==> config.mk <==
export PLATFORM = sky130hd
export DESIGN_NAME = hazard_scoreboard_flat
export DESIGN_NICKNAME = d
export VERILOG_FILES = /design/src/rtl/hazard_scoreboard_if.sv /design/src/rtl/hazard_scoreboard.sv /design/src/flat_wrapper.sv
export SDC_FILE = /design/constraint.sdc
export NUM_CORES = 1
export LEC_CHECK = 0
export ABC_AREA = 1
export ABC_CLOCK_PERIOD_IN_PS = 5190
export CAP_MARGIN = 10
export CELL_PAD_IN_SITES_DETAIL_PLACEMENT = 0
export CELL_PAD_IN_SITES_GLOBAL_PLACEMENT = 1
export CORE_MARGIN = 4
export CORE_UTILIZATION = 25
export CTS_CLUSTER_DIAMETER = 150
export CTS_CLUSTER_SIZE = 24
export DETAILED_ROUTE_END_ITERATION = 16
export PLACE_DENSITY = 0.66
export SKIP_CTS_REPAIR_TIMING = 1
export SLEW_MARGIN = 20
export SYNTH_ARGS = -nofsm -noshare
export SYNTH_HDL_FRONTEND = slang
export SYNTH_SLANG_ARGS = --single-unit
==> constraint.sdc <==
create_clock -name clk -period 5.19 [get_ports clk]
set_input_delay 0.519 -clock clk [delete_from_list [all_inputs] [get_ports clk]]
set_output_delay 0.519 -clock clk [all_outputs]
set_load 0.005 [all_outputs]
==> src/rtl/hazard_scoreboard_if.sv <==
// Bundle of ID/EX/MEM hazard inputs and hazard-unit outputs.
// master: the pipeline side (drives ID/EX/MEM info, reads the hazard results).
// slave : the hazard unit (reads pipeline info, drives stall/forward/writeback/perf).
// Handshake: there is no valid/ready pair here. id_valid qualifies the ID fields in
// the same cycle. stall works as the "not ready" response to that instruction: while
// stall = 1 the pipeline keeps ID unchanged and presents it again the next cycle.
// acc_issue means the accelerator op was accepted in this cycle.
interface hazard_scoreboard_if #(
    parameter int REG_ADDR_W = 3,
    parameter int LAT_W      = 4
);
    localparam int NUM_REGS = 2 ** REG_ADDR_W;

    logic                  id_valid;
    logic [REG_ADDR_W-1:0] id_rs1;
    logic [REG_ADDR_W-1:0] id_rs2;
    logic                  id_rs1_en;
    logic                  id_rs2_en;
    logic [REG_ADDR_W-1:0] id_rd;
    logic                  id_reg_write;
    logic                  id_acc_op;
    logic [LAT_W-1:0]      id_acc_lat;
    logic                  id_flush;
    logic [REG_ADDR_W-1:0] ex_rd;
    logic [REG_ADDR_W-1:0] mem_rd;
    logic                  ex_reg_write;
    logic                  mem_reg_write;
    logic                  ex_is_load;

    logic                  stall;
    logic [1:0]            forward_a;
    logic [1:0]            forward_b;
    logic                  acc_issue;
    logic                  acc_wb_valid;
    logic [REG_ADDR_W-1:0] acc_wb_rd;
    logic [NUM_REGS-1:0]   busy_vec;
    logic [31:0]           perf_stall_cnt;
    logic [31:0]           perf_lu_cnt;

    modport master (
        output id_valid, id_rs1, id_rs2, id_rs1_en, id_rs2_en, id_rd, id_reg_write,
               id_acc_op, id_acc_lat, id_flush, ex_rd, mem_rd, ex_reg_write,
               mem_reg_write, ex_is_load,
        input  stall, forward_a, forward_b, acc_issue, acc_wb_valid, acc_wb_rd,
               busy_vec, perf_stall_cnt, perf_lu_cnt
    );

    modport slave (
        input  id_valid, id_rs1, id_rs2, id_rs1_en, id_rs2_en, id_rd, id_reg_write,
               id_acc_op, id_acc_lat, id_flush, ex_rd, mem_rd, ex_reg_write,
               mem_reg_write, ex_is_load,
        output stall, forward_a, forward_b, acc_issue, acc_wb_valid, acc_wb_rd,
               busy_vec, perf_stall_cnt, perf_lu_cnt
    );
endinterface

==> src/rtl/hazard_scoreboard.sv <==
// Hazard unit: EX/MEM forwarding, load-use stall, and a per-register countdown
// scoreboard for variable-latency accelerator ops (several may be in flight).
// Ports:
//   clk   - core clock
//   rst_n - asynchronous active-low reset, clears all counters (pending writebacks dropped)
//   hif   - hazard_scoreboard_if.slave: ID/EX/MEM info in; stall, forward_a/b,
//           acc_issue, acc_wb_valid/rd, busy_vec, perf counters out
// Optional feature: define HAZARD_PERF_EN to build the 32-bit stall and load-use
// stall counters; otherwise both perf outputs are tied to 0.
// There is no FSM: the only state is the counter array (plus the optional perf counters).
module hazard_scoreboard #(
    parameter int REG_ADDR_W = 3,
    parameter int LAT_W      = 4,
    parameter bit ZERO_REG   = 1'b1
) (
    input logic                clk,
    input logic                rst_n,
    hazard_scoreboard_if.slave hif
);
    localparam int NUM_REGS = 2 ** REG_ADDR_W;

    logic [LAT_W-1:0]      cnt_q [NUM_REGS];
    logic [LAT_W-1:0]      cnt_d [NUM_REGS];

    logic                  wb_valid;
    logic [REG_ADDR_W-1:0] wb_rd;
    logic [LAT_W-1:0]      leff;
    logic [LAT_W:0]        leff_p1;
    logic                  slot_clash;
    logic                  rs1_live, rs2_live;
    logic                  load_use, raw, waw;
    logic                  stall, issue;
    logic [NUM_REGS-1:0]   busy;

    // First-match forwarding priority: EX, then MEM, then accelerator writeback.
    function automatic logic [1:0] fwd_sel(input logic live, input logic [REG_ADDR_W-1:0] rs,
                                           input logic ex_we, input logic [REG_ADDR_W-1:0] ex_rd,
                                           input logic mem_we, input logic [REG_ADDR_W-1:0] mem_rd,
                                           input logic acc_v, input logic [REG_ADDR_W-1:0] acc_rd);
        logic [1:0] sel;
        sel = 2'b00;
        if (live) begin
            if (ex_we && ex_rd == rs)        sel = 2'b10;
            else if (mem_we && mem_rd == rs) sel = 2'b01;
            else if (acc_v && acc_rd == rs)  sel = 2'b11;
        end
        return sel;
    endfunction

    always_comb begin
        wb_valid   = 1'b0;
        wb_rd      = '0;
        slot_clash = 1'b0;
        busy       = '0;
        leff       = (hif.id_acc_lat == '0) ? LAT_W'(1) : hif.id_acc_lat;
        // One extra bit so Leff+1 cannot wrap when Leff is the maximum latency.
        leff_p1    = {1'b0, leff} + (LAT_W+1)'(1);

        // The slot rule guarantees at most one counter sits at 1 in any cycle.
        for (int r = 0; r < NUM_REGS; r++) begin
            busy[r] = (cnt_q[r] != '0);
            if (cnt_q[r] == LAT_W'(1)) begin
                wb_valid = 1'b1;
                wb_rd    = REG_ADDR_W'(r);
            end
            if ({1'b0, cnt_q[r]} == leff_p1) slot_clash = 1'b1;
        end

        rs1_live = hif.id_rs1_en && !(ZERO_REG && hif.id_rs1 == '0);
        rs2_live = hif.id_rs2_en && !(ZERO_REG && hif.id_rs2 == '0);

        load_use = hif.ex_is_load && hif.ex_reg_write &&
                   ((rs1_live && hif.ex_rd == hif.id_rs1) || (rs2_live && hif.ex_rd == hif.id_rs2));
        // A count of exactly 1 is served by the writeback forward, so only >1 stalls.
        raw      = (rs1_live && cnt_q[hif.id_rs1] > LAT_W'(1)) ||
                   (rs2_live && cnt_q[hif.id_rs2] > LAT_W'(1));
        waw      = hif.id_reg_write && (cnt_q[hif.id_rd] != '0);

        stall = hif.id_valid && !hif.id_flush &&
                (load_use || raw || waw || (hif.id_acc_op && slot_clash));
        issue = hif.id_valid && hif.id_acc_op && !stall && !hif.id_flush;

        for (int r = 0; r < NUM_REGS; r++) begin
            cnt_d[r] = (cnt_q[r] != '0) ? cnt_q[r] - LAT_W'(1) : '0;
        end
        // WAW stalling ensures the loaded register is not the one counting down to 0 now.
        if (issue && !(ZERO_REG && hif.id_rd == '0)) cnt_d[hif.id_rd] = leff;
    end

    always_ff @(posedge clk or negedge rst_n) begin
        if (!rst_n) begin
            for (int r = 0; r < NUM_REGS; r++) cnt_q[r] <= '0;
        end else begin
            for (int r = 0; r < NUM_REGS; r++) cnt_q[r] <= cnt_d[r];
        end
    end

    assign hif.stall        = stall;
    assign hif.acc_issue    = issue;
    assign hif.acc_wb_valid = wb_valid;
    assign hif.acc_wb_rd    = wb_rd;
    assign hif.busy_vec     = busy;
    assign hif.forward_a    = fwd_sel(rs1_live, hif.id_rs1, hif.ex_reg_write, hif.ex_rd,
                                      hif.mem_reg_write, hif.mem_rd, wb_valid, wb_rd);
    assign hif.forward_b    = fwd_sel(rs2_live, hif.id_rs2, hif.ex_reg_write, hif.ex_rd,
                                      hif.mem_reg_write, hif.mem_rd, wb_valid, wb_rd);

`ifdef HAZARD_PERF_EN
    logic [31:0] perf_stall_q, perf_stall_d;
    logic [31:0] perf_lu_q, perf_lu_d;

    always_comb begin
        perf_stall_d = perf_stall_q + (stall ? 32'd1 : 32'd0);
        perf_lu_d    = perf_lu_q + ((stall && load_use) ? 32'd1 : 32'd0);
    end

    always_ff @(posedge clk or negedge rst_n) begin
        if (!rst_n) begin
            perf_stall_q <= '0;
            perf_lu_q    <= '0;
        end else begin
            perf_stall_q <= perf_stall_d;
            perf_lu_q    <= perf_lu_d;
        end
    end

    assign hif.perf_stall_cnt = perf_stall_q;
    assign hif.perf_lu_cnt    = perf_lu_q;
`else
    assign hif.perf_stall_cnt = 32'd0;
    assign hif.perf_lu_cnt    = 32'd0;
`endif
endmodule

==> src/flat_wrapper.sv <==
// flat-port wrapper written by rule: the top's interface ports become plain ports
module hazard_scoreboard_flat 
#(
    parameter int REG_ADDR_W = 3,
    parameter int LAT_W      = 4,
    parameter bit ZERO_REG   = 1'b1
)
  (clk, rst_n, hif_id_valid, hif_id_rs1, hif_id_rs2, hif_id_rs1_en, hif_id_rs2_en, hif_id_rd, hif_id_reg_write, hif_id_acc_op, hif_id_acc_lat, hif_id_flush, hif_ex_rd, hif_mem_rd, hif_ex_reg_write, hif_mem_reg_write, hif_ex_is_load, hif_stall, hif_forward_a, hif_forward_b, hif_acc_issue, hif_acc_wb_valid, hif_acc_wb_rd, hif_busy_vec, hif_perf_stall_cnt, hif_perf_lu_cnt);
  hazard_scoreboard_if #(.REG_ADDR_W(REG_ADDR_W), .LAT_W(LAT_W)) hif_i ();
  input logic clk;
  input logic rst_n;
  input wire logic [$bits(hif_i.id_valid)-1:0] hif_id_valid;
  input wire logic [$bits(hif_i.id_rs1)-1:0] hif_id_rs1;
  input wire logic [$bits(hif_i.id_rs2)-1:0] hif_id_rs2;
  input wire logic [$bits(hif_i.id_rs1_en)-1:0] hif_id_rs1_en;
  input wire logic [$bits(hif_i.id_rs2_en)-1:0] hif_id_rs2_en;
  input wire logic [$bits(hif_i.id_rd)-1:0] hif_id_rd;
  input wire logic [$bits(hif_i.id_reg_write)-1:0] hif_id_reg_write;
  input wire logic [$bits(hif_i.id_acc_op)-1:0] hif_id_acc_op;
  input wire logic [$bits(hif_i.id_acc_lat)-1:0] hif_id_acc_lat;
  input wire logic [$bits(hif_i.id_flush)-1:0] hif_id_flush;
  input wire logic [$bits(hif_i.ex_rd)-1:0] hif_ex_rd;
  input wire logic [$bits(hif_i.mem_rd)-1:0] hif_mem_rd;
  input wire logic [$bits(hif_i.ex_reg_write)-1:0] hif_ex_reg_write;
  input wire logic [$bits(hif_i.mem_reg_write)-1:0] hif_mem_reg_write;
  input wire logic [$bits(hif_i.ex_is_load)-1:0] hif_ex_is_load;
  output wire logic [$bits(hif_i.stall)-1:0] hif_stall;
  output wire logic [$bits(hif_i.forward_a)-1:0] hif_forward_a;
  output wire logic [$bits(hif_i.forward_b)-1:0] hif_forward_b;
  output wire logic [$bits(hif_i.acc_issue)-1:0] hif_acc_issue;
  output wire logic [$bits(hif_i.acc_wb_valid)-1:0] hif_acc_wb_valid;
  output wire logic [$bits(hif_i.acc_wb_rd)-1:0] hif_acc_wb_rd;
  output wire logic [$bits(hif_i.busy_vec)-1:0] hif_busy_vec;
  output wire logic [$bits(hif_i.perf_stall_cnt)-1:0] hif_perf_stall_cnt;
  output wire logic [$bits(hif_i.perf_lu_cnt)-1:0] hif_perf_lu_cnt;
  assign hif_i.id_valid = hif_id_valid;
  assign hif_i.id_rs1 = hif_id_rs1;
  assign hif_i.id_rs2 = hif_id_rs2;
  assign hif_i.id_rs1_en = hif_id_rs1_en;
  assign hif_i.id_rs2_en = hif_id_rs2_en;
  assign hif_i.id_rd = hif_id_rd;
  assign hif_i.id_reg_write = hif_id_reg_write;
  assign hif_i.id_acc_op = hif_id_acc_op;
  assign hif_i.id_acc_lat = hif_id_acc_lat;
  assign hif_i.id_flush = hif_id_flush;
  assign hif_i.ex_rd = hif_ex_rd;
  assign hif_i.mem_rd = hif_mem_rd;
  assign hif_i.ex_reg_write = hif_ex_reg_write;
  assign hif_i.mem_reg_write = hif_mem_reg_write;
  assign hif_i.ex_is_load = hif_ex_is_load;
  assign hif_stall = hif_i.stall;
  assign hif_forward_a = hif_i.forward_a;
  assign hif_forward_b = hif_i.forward_b;
  assign hif_acc_issue = hif_i.acc_issue;
  assign hif_acc_wb_valid = hif_i.acc_wb_valid;
  assign hif_acc_wb_rd = hif_i.acc_wb_rd;
  assign hif_busy_vec = hif_i.busy_vec;
  assign hif_perf_stall_cnt = hif_i.perf_stall_cnt;
  assign hif_perf_lu_cnt = hif_i.perf_lu_cnt;
  hazard_scoreboard #(.REG_ADDR_W(REG_ADDR_W), .LAT_W(LAT_W), .ZERO_REG(ZERO_REG)) u_core (.clk(clk), .rst_n(rst_n), .hif(hif_i));
endmodule
[Yosys cells after proc, flatten, opt, wreduce, memory -nomap -nowiden]
Index checks and enable logic that the tools add are counted.
Storage, ports and cells
  register bits: 32
  bits of input ports: 30
  output and inout bits: 82
  logic and storage cells: 147
Operators by class
  $add $sub $neg: 9
  magnitude comparators: 6
  equal/unequal tests: 22
  multiplexer cells: 53
  bitwise operators: 3
  reductions and logical operators: 46
Operators with widths (count)
  4-bit 2-to-1 mux: 16
  4-bit by 5-bit equality test with 1-bit output: 8
  4-bit binary-select mux with 3-bit select: 3
  4-bit nonzero test: 9
  32-bit bitwise mux: 1
  4-bit by 1-bit equality test with 1-bit output (second input constant): 8
  32-bit 2-to-1 mux: 1
  4-bit by 1-bit subtractor with 4-bit output (second input constant): 8
  1-bit logical AND: 23
  3-bit equality test: 6
  3-bit 2-to-1 mux: 6
  1-bit 2-to-1 mux: 17
  2-bit 2-to-1 mux: 8
  4-bit demux with 3-bit select: 1
  4-bit greater-or-equal comparator (second input constant): 3
  3-bit NOT with 4-bit output: 3
  3-bit zero test: 3
  4-bit by 1-bit > comparator with 1-bit output (second input constant): 2
  4-bit by 1-bit adder with 5-bit output (second input constant): 1
  1-bit zero test: 5
  1-bit logical OR: 5
  4-bit zero test: 1
  4-bit by 1-bit < comparator with 1-bit output (second input constant): 1

[Depth between registers and ports, before layout]
Gate-level depths: netlist of run 1.
  depth after elaboration: 20
  mapped depth: 17
  mapped depth without buffers: 15

[Least setup slack after synthesis of run 1]
OpenSTA, ideal clock, no wires.
  path type: input port to output port
  start point: in hif_id_acc_lat[3]
  end point: out hif_stall
  arrival time: 1.868 ns
  data required time: 4.671 ns
  path slack: 2.803 ns
  stages on the path: 15
  path buffers: 3
  cell sequence: buf_2 -> inv_2 -> nand3_4 -> nand2_4 -> buf_6 -> nand2_1 -> nand2_1 -> a21oi_1 -> nand2_1 -> nand2_1 -> nor2_1 -> nand2_1 -> a21oi_2 -> buf_2 -> nor3_1
On the way
  cells in the longest elaborated chain, start to end: 15
  elaborated cells between the ends (all ways): 22
  classes of those cells: add/sub: 1; eq/ne: 8; mux: 9; reduce/logical: 4
Ends and longest elaborated chain
  start, declared: RTL line flat_wrapper.sv:20  | input wire logic [$bits(hif_i.id_acc_lat)-1:0] hif_id_acc_lat;
  4-bit zero test: RTL line hazard_scoreboard.sv:55  | leff = (hif.id_acc_lat == '0) ? LAT_W'(1) : hif.id_acc_lat;
  4-bit 2-to-1 mux (*): RTL line hazard_scoreboard.sv:55
  4-bit by 1-bit adder with 5-bit output (*): RTL line hazard_scoreboard.sv:57  | leff_p1 = {1'b0, leff} + (LAT_W+1)'(1);
  4-bit by 5-bit equality test with 1-bit output: RTL line hazard_scoreboard.sv:66  | if ({1'b0, cnt_q[r]} == leff_p1) slot_clash = 1'b1;
  1-bit 2-to-1 mux (7 in a row): RTL line hazard_scoreboard.sv:66
  1-bit 2-to-1 mux (*): RTL line hazard_scoreboard.sv:66
  1-bit logical AND (*): RTL line hazard_scoreboard.sv:80  | (load_use || raw || waw || (hif.id_acc_op && slot_clash));
  1-bit logical OR (*): RTL line hazard_scoreboard.sv:80
  1-bit logical AND (*): RTL line hazard_scoreboard.sv:79  | stall = hif.id_valid && !hif.id_flush &&
  end, declared: RTL line flat_wrapper.sv:27  | output wire logic [$bits(hif_i.stall)-1:0] hif_stall;
Every way passes the cells marked *; elsewhere a longest branch is shown, timed or not.

[Worst setup path in the final report of run 1]
  start point: in hif_id_acc_lat[1]
  end point: out hif_acc_issue
On the way
  cells in the longest elaborated chain, start to end: 18
  elaborated cells between the ends (all ways): 25
  classes of those cells: add/sub: 1; eq/ne: 8; mux: 9; reduce/logical: 7
Ends and longest elaborated chain
  4-bit zero test: RTL line hazard_scoreboard.sv:55
  4-bit 2-to-1 mux (*): RTL line hazard_scoreboard.sv:55
  4-bit by 1-bit adder with 5-bit output (*): RTL line hazard_scoreboard.sv:57
  4-bit by 5-bit equality test with 1-bit output: RTL line hazard_scoreboard.sv:66
  1-bit 2-to-1 mux (7 in a row): RTL line hazard_scoreboard.sv:66
  1-bit 2-to-1 mux (*): RTL line hazard_scoreboard.sv:66
  1-bit logical AND (*): RTL line hazard_scoreboard.sv:80
  1-bit logical OR (*): RTL line hazard_scoreboard.sv:80
  1-bit logical AND (*): RTL line hazard_scoreboard.sv:79
  1-bit zero test (*): RTL line hazard_scoreboard.sv:81  | issue = hif.id_valid && hif.id_acc_op && !stall && !hif.id_flush;
  1-bit logical AND (*) (2 in a row): RTL line hazard_scoreboard.sv:81
  end, declared: RTL line flat_wrapper.sv:30  | output wire logic [$bits(hif_i.acc_issue)-1:0] hif_acc_issue;
Marked as above.

==> results of run 1 <==
==> placed cells by master (no fill, tap or decap), types with 2 or more instances in the layout <==
cell type          n
nor3_1             8
xor2_1             3
buf_4              4
clkdlybuf4s50_1   47
clkbuf_1           2
inv_2              3
inv_1             72
nand4_1           42
nand3_1           45
a21boi_0           3
o21ai_0           27
nand2_1          217
nand2_4            3
clkbuf_16          5
conb_1            64
xnor2_1           10
nor2_1            76
dfrtp_1           32
nand2_2            5
a21oi_1           13
==> cell type report <==
cell class | instances | share of cell area (%)
Timing Repair Buffer | 51 | 11.63
Multi-Input combinational cell | 523 | 54.24
Tap cell | 184 | 5.349
Inverter | 77 | 6.773
Clock buffer | 8 | 3.401
Sequential cell | 32 | 18.60
==> report_power, final <==
part           switching, µW  internal [µW]  total [µW]
Combinational            165           92.8         257
Clock                    111            191         303
Sequential              5.63            254         259
==> worst max path at each step <==
stage,endpoint,slack (ps),depth (start not counted)
after global routing,hif_acc_issue,510,15
final,hif_acc_issue,810,15
after global placement,hif_acc_issue,1010,15
after floorplan,hif_stall,2800,15
after CTS,hif_acc_issue,870,15
after detailed placement,hif_acc_issue,880,15
==> routing by layer <==
| metal | track usage, % | vias to the layer above | part of all wire [%] |
|---|---|---|---|
| li1 | - | 2007 | - |
| met1 | 20.20 | 1838 | 43 |
| met2 | 25.25 | 136 | 49 |
| met3 | 1.951 | 18 | 5.9 |
| met4 | 5.263 | 0 | 2.8 |
| met5 | 0 | - | 0 |
==> through the flow <==
stage | total power [µW] | area (µm²) | instances | setup slack, ps | util, %
after floorplan | 456.9 | 4011 | 714 | 2803 | -
after global placement | 518.8 | 4158 | 867 | 1010 | 28.39
after detailed placement | 519.6 | 4158 | 867 | 882.9 | 28.39
after CTS | 822.4 | 4304 | 875 | 866.5 | 29.39
after global routing | 869.6 | 4304 | 875 | 506.6 | 29.39
final | 819.4 | 4304 | 875 | 805.4 | 29.39
==> worst reg2reg max path, cell delays in order (launching register included) <==
cell and delay (ps):
dfrtp_1 430, nor2_1 290, inv_1 100, nor2_1 360
nand2_1 100, nand3_1 90, nand3_1 70, nand3_1 110
nand3_1 160, a21oi_2 200, buf_4 320, nand4_1 200
nand2_1 120
==> cell families (layout without fill, tap and decap cells) <==
kind of cell	Yosys count	in the layout
flip-flops	32	32
XOR/XNOR	13	13
other	1	64
buffers and inverters	159	136
AND/OR/NAND/NOR	401	401
AO/OA/AOI/OAI	45	45
==> impl_results.md, run 1 <==
* Outcome: completed
* Post-synth top area share at 21.58%
* Reg2Reg Depth at 12
* Crit path launch type: primary input
* Fraction of registers with async set/reset at 100.0%
* Layout cells sized above 1 at 3.763%
* Largest register FFs at 32
* Fin crit period at 4385 ps
* Routed Wire Length at 13.00 mm
* # fillers at 1,671
* R2R Setup Slk at 2570 ps
* Fmax at 228.1 MHz
* Die ar. at 0.01713 mm²
* Drt drc at 0
* Period utilisation layout at 84.48%
* Hold Vio Cnt, Final at 0
* Cell with the most instances after synthesis: nand2_1
* Initial Utilization at 25.78%
* Buffers added on ports at 47
* Die span in y at 130.9 µm
* Most frequent CP cell: nand2_1
* HP Start: u_core.cnt_q[28]
* Compound-Gate Fraction of Synth Area at 6.298%
* Max-cap violations at 0
* Register area share after synthesis at 21.21%
* Reg-to-Reg End: u_core.cnt_q[21]
* Max_slew headroom at 46.47%
* Placer Congestion at 0.9230
* Diode count at 0
* Crit Path Max Fanout at 11
* Top Registers: u_core.cnt_q x32
* Post-synthesis register bit count at 32
* Setup crit start: hif_id_acc_lat[1]
* Initial antenna violation count at 0
* RSZ-0062 raised after global routing: no
* Cells along the critical path: clkdlybuf4s50_1 -> nand2_1 -> clkinv_1 -> nand2_2 -> nand2_2 -> nand2_1 -> nand2_1 -> nor2_1 -> nand2_1 -> nand2_1 -> nor2_1 -> nand2_1 -> nand2_1 -> and3_1 -> clkdlybuf4s50_1
* Dpl hpwl at 10.16 mm
* DR pass1 iterations at 5
* CP Capture Type: output port
* Slew @ Worst Pin at 796.8 ps
* CP delay by family, top: simple AND/OR/NAND/NOR gates
* Post-Synth Simple-Gate Area at 46.04%
* WP data arrival at 3870 ps
* Worst VDD drop at 0.09313 mV
* Final setup viols at 0
* Top reg by flops: u_core.cnt_q
* WHS Path Cells at 1
* Largest net degree at the start of global routing at 37
* Pwr dens at 190.4 mW/mm²
* Cell taking the most area after synthesis: nand2_1
* Clock Latency Late Sink at 280 ps
* 1st-iter DRT viols at 320
* Synth cell types at 28
* P_leak at 0.002268 µW
* Syn_area_per_cell at 5.799 µm²
* Slew Limit Fails at 0
* Total track usage at 15.16%
* DR vias at 3,999
* CORE AREA at 0.01464 mm²
* Syn Inst Count at 651
* I/O pin cnt at 112
* Worst Hold Class: flop to flop
* Post-synth EDFFs at 0
* Reg clk slew, reported paths at 50 ps
* Final ANT Viol Nets at 0
* WP buf/inv at 3
* Seq. cell area at 800.8 µm²
* Largest family of logic cells by synthesized area: simple AND/OR/NAND/NOR gates
* WP data required at 4670 ps
* Row cnt at 44
* Mux contribution to synthesized area at 0%
* Final Net Count at 720
* Synthesis Warnings at 0
* Via/cell ratio at 4.570
* Crit-path max cell delay at 810 ps
* Adder-cell share of the synthesized area at 0%
* Vias in the first global route at 3,724
* WL/cell at 14.85 µm
* Post-synth top flop: dfrtp_1
* CTS tree: built
* CTS max path bufs at 2
* Final setup TNS at 0 ps
* CTS Root Buffer Type: clkbuf_16
* Post-Synth XOR/XNOR Area at 3.016%
* Hold slack final at 512.1 ps
* Layout area overhead at 14.02%
* Slowest cell on crit path: clkdlybuf4s50_1
* Post-synth top cells: nand2_1 (217), nor2_1 (76), inv_1 (72)
* Synth area leaders: nand2_1 (22%), dfrtp_1 (21%), buf_4 (13%), nor2_1 (7.6%), inv_1 (7.2%)
* Clk sinks at 32
* Gr ovfl total at 0
* Crit path kind: primary input to output port
* Worst clock skew at 5.317 ps
* Mapped cell area at 0.003775 mm²
* First-pass GRT wire length at 20.07 mm
* Multi-input gate area at 0.002335 mm²
* Worst R2R Start: u_core.cnt_q[14]
* Die X at 130.9 µm
* End of the worst hold path: u_core.cnt_q[28]
* Htree depth at 2
* TritonCTS buffer count at 5
No activity file was read; power rests on OpenSTA's default activity.
==> inputs of run 2 (changes only) <==
--- a/config.mk
+++ b/config.mk
@@ -6,7 +6,7 @@
 export NUM_CORES = 1
 export LEC_CHECK = 0
 export ABC_AREA = 1
-export ABC_CLOCK_PERIOD_IN_PS = 5190
+export ABC_CLOCK_PERIOD_IN_PS = 4300
 export CAP_MARGIN = 10
 export CELL_PAD_IN_SITES_DETAIL_PLACEMENT = 0
 export CELL_PAD_IN_SITES_GLOBAL_PLACEMENT = 1
==> constraint.sdc (replaced) <==
create_clock -name clk -period 4.3 [get_ports clk]
set_input_delay 0.43 -clock clk [delete_from_list [all_inputs] [get_ports clk]]
set_output_delay 0.43 -clock clk [all_outputs]
set_load 0.005 [all_outputs]
==> run 2 against run 1 <==
  * Critical path depth unchanged
  * Global-route usage down 0.26 points
  * Worst hold slack better by 6.3 ps
  * Register-to-register slack worse by 920 ps
  * Via count down 0.80%
  * Clock skew down 4.1 ps
  * Sequential share of layout area down 0.14 points
  * Largest power group unchanged
==> impl_results.md, run 2 (same netlist as run 1, synthesis figures left out) <==
* Drt drc at 0
* Outcome: completed
* Top Registers: u_core.cnt_q x32
* Clk sinks at 32
* CP delay by family, top: buffers and inverters
* Total track usage at 14.90%
* P_leak at 0.002294 µW
* RSZ-0062 raised after global routing: no
* Max_slew headroom at 57.84%
* Clock Latency Late Sink at 280 ps
* Top reg by flops: u_core.cnt_q
* Final core occ at 29.61%
* Final WS setup at 574.9 ps
* Worst Hold Class: flop to flop
* Initial Utilization at 25.78%
* Via/cell ratio at 4.508
* Row cnt at 44
* CTS Root Buffer Type: clkbuf_16
* Worst clock skew at 1.214 ps
* CTS max path bufs at 2
* CORE AREA at 0.01464 mm²
* Slowest cell on crit path: clkdlybuf4s50_1
* Dpl hpwl at 9.978 mm
* Diode count at 0
* Final setup viols at 0
* Gr ovfl total at 0
* 1st-iter DRT viols at 256
* Pwr dens at 225.0 mW/mm²
* Vias in the first global route at 3,730
* Worst VDD drop at 0.1246 mV
* First-pass GRT wire length at 19.72 mm
* Die span in y at 130.9 µm
* Die ar. at 0.01713 mm²
* Layout cells sized above 1 at 4.598%
* WL/cell at 14.54 µm
* Crit path launch type: primary input
* Largest net degree at the start of global routing at 37
* Final Net Count at 726
* WP data arrival at 3300 ps
* Largest register FFs at 32
* Die X at 130.9 µm
* CTS tree: built
* Cells along the critical path: clkdlybuf4s50_1 -> inv_4 -> nand2_1 -> nand2_2 -> nand2_2 -> nand2_1 -> nand2_1 -> nor2_1 -> nand2_1 -> nand2_1 -> nor2_1 -> nand2_1 -> nand2_1 -> and3_1 -> clkdlybuf4s50_1
* Final setup TNS at 0 ps
* Most frequent cells in the layout: nand2_1 (217), nor2_1 (76), inv_1 (72), conb_1 (64), clkdlybuf4s50_1 (47)
* Crit-path max cell delay at 850 ps
* Reg clk slew, reported paths at 50 ps
* Leading cell type in the layout, fill and taps excluded: nand2_1
* WP data required at 3870 ps
* Period utilisation layout at 86.63%
* Initial antenna violation count at 0
* Total power at 975.8 µW
* WP buf/inv at 3
* Fin crit period at 3725 ps
* Most frequent CP cell: nand2_1
* Hold Vio Cnt, Final at 0
* I/O pin cnt at 112
* DR vias at 3,967
* Final ANT Viol Nets at 0
* Routed Wire Length at 12.80 mm
* Fmax at 268.5 MHz
* Slew Limit Fails at 0
* Crit Path Max Fanout at 10
* Max-cap violations at 0
* Buffers added on ports at 47
* Layout area overhead at 14.88%
* Placer Congestion at 0.8960
* DR pass1 iterations at 5
* Crit path kind: primary input to output port
* TritonCTS buffer count at 5
* CP Capture Type: output port
* Slew @ Worst Pin at 630.0 ps
* Pre-CTS setup slack at 550.9 ps
* Htree depth at 2
==> run 2: cell types whose count changed in the layout (fill, tap and decap cells not counted), sizes merged <==
cell	before	now
buf	4	10
clkbuf	8	6
clkinv	1	2
==> run 2: path summary, 6_finish.rpt <==
| check | start | end | slack (ps) | cells past startpoint |
|---|---|---|---|---|
| worst max-delay path | hif_id_acc_lat[2] | hif_acc_issue | 570 | 15 |
| worst min-delay path | u_core.cnt_q[28] | u_core.cnt_q[28] | 520 | 1 |
| worst max register to register | u_core.cnt_q[11] | u_core.cnt_q[17] | 1650 | 14 |
| worst min register to register | u_core.cnt_q[28] | u_core.cnt_q[28] | 520 | 1 |
| max in group asynchronous | rst_n | u_core.cnt_q[29] | 3390 | 2 |
| min in group asynchronous | rst_n | u_core.cnt_q[10] | 580 | 2 |
==> run 2: worst reg2reg max path, cell delays in order, from the launching register on <==
cell and delay (ps):
dfrtp_1 400, inv_1 110, nand2_1 80, nor2_1 360
nand2_1 100, nand3_1 80, nand2_1 60, nand2_1 70
inv_1 40, nand2_1 110, nand3_1 90, nor2_1 490
nand4_1 350, nand2_1 140, nand2_1 60
==> run 2: layout make-up <==
cell class                 count  area [µm²]
clock inverter                 1       5.005
fill                        1700       10310
timing repair buffer          57       545.5
sequential                    32       800.8
clock buffer                   6       128.9
inverter                      77       291.5
tap                          184       230.2
multi-input combinational    523        2335
==> run 2: metal layers <==
| metal | global-route usage, % | routed length, µm |
|---|---|---|
| met3 | 1.911 | 715 |
| met1 | 19.58 | 5566 |
| met5 | 0 | 0 |
| met4 | 5.445 | 367 |
| met2 | 25.01 | 6146 |
==> run 2: power breakdown <==
group / total [µW] / internal (µW) / switching, µW
Sequential: 312 / 306 / 6.14
Clock: 349 / 211 / 138
Combinational: 315 / 115 / 200
==> run 2: through the flow <==
| stage | area [µm²] | std cells | hold WS (ps) |
|---|---|---|---|
| floorplan | 4011 | 714 | 134.4 |
| global placement | 4203 | 873 | 501.4 |
| detailed placement | 4203 | 873 | 502.0 |
| CTS | 4337 | 880 | 511.7 |
| global route | 4337 | 880 | 540.9 |
| finish | 4337 | 880 | 518.4 |
==> inputs of run 3 (changes only) <==
--- a/config.mk
+++ b/config.mk
@@ -7,7 +7,6 @@
 export LEC_CHECK = 0
 export ABC_AREA = 1
 export ABC_CLOCK_PERIOD_IN_PS = 4300
-export CAP_MARGIN = 10
 export CELL_PAD_IN_SITES_DETAIL_PLACEMENT = 0
 export CELL_PAD_IN_SITES_GLOBAL_PLACEMENT = 1
 export CORE_MARGIN = 4
==> results of run 3 <==
The final DEF is identical to that of run 2; final timing and power are the same.
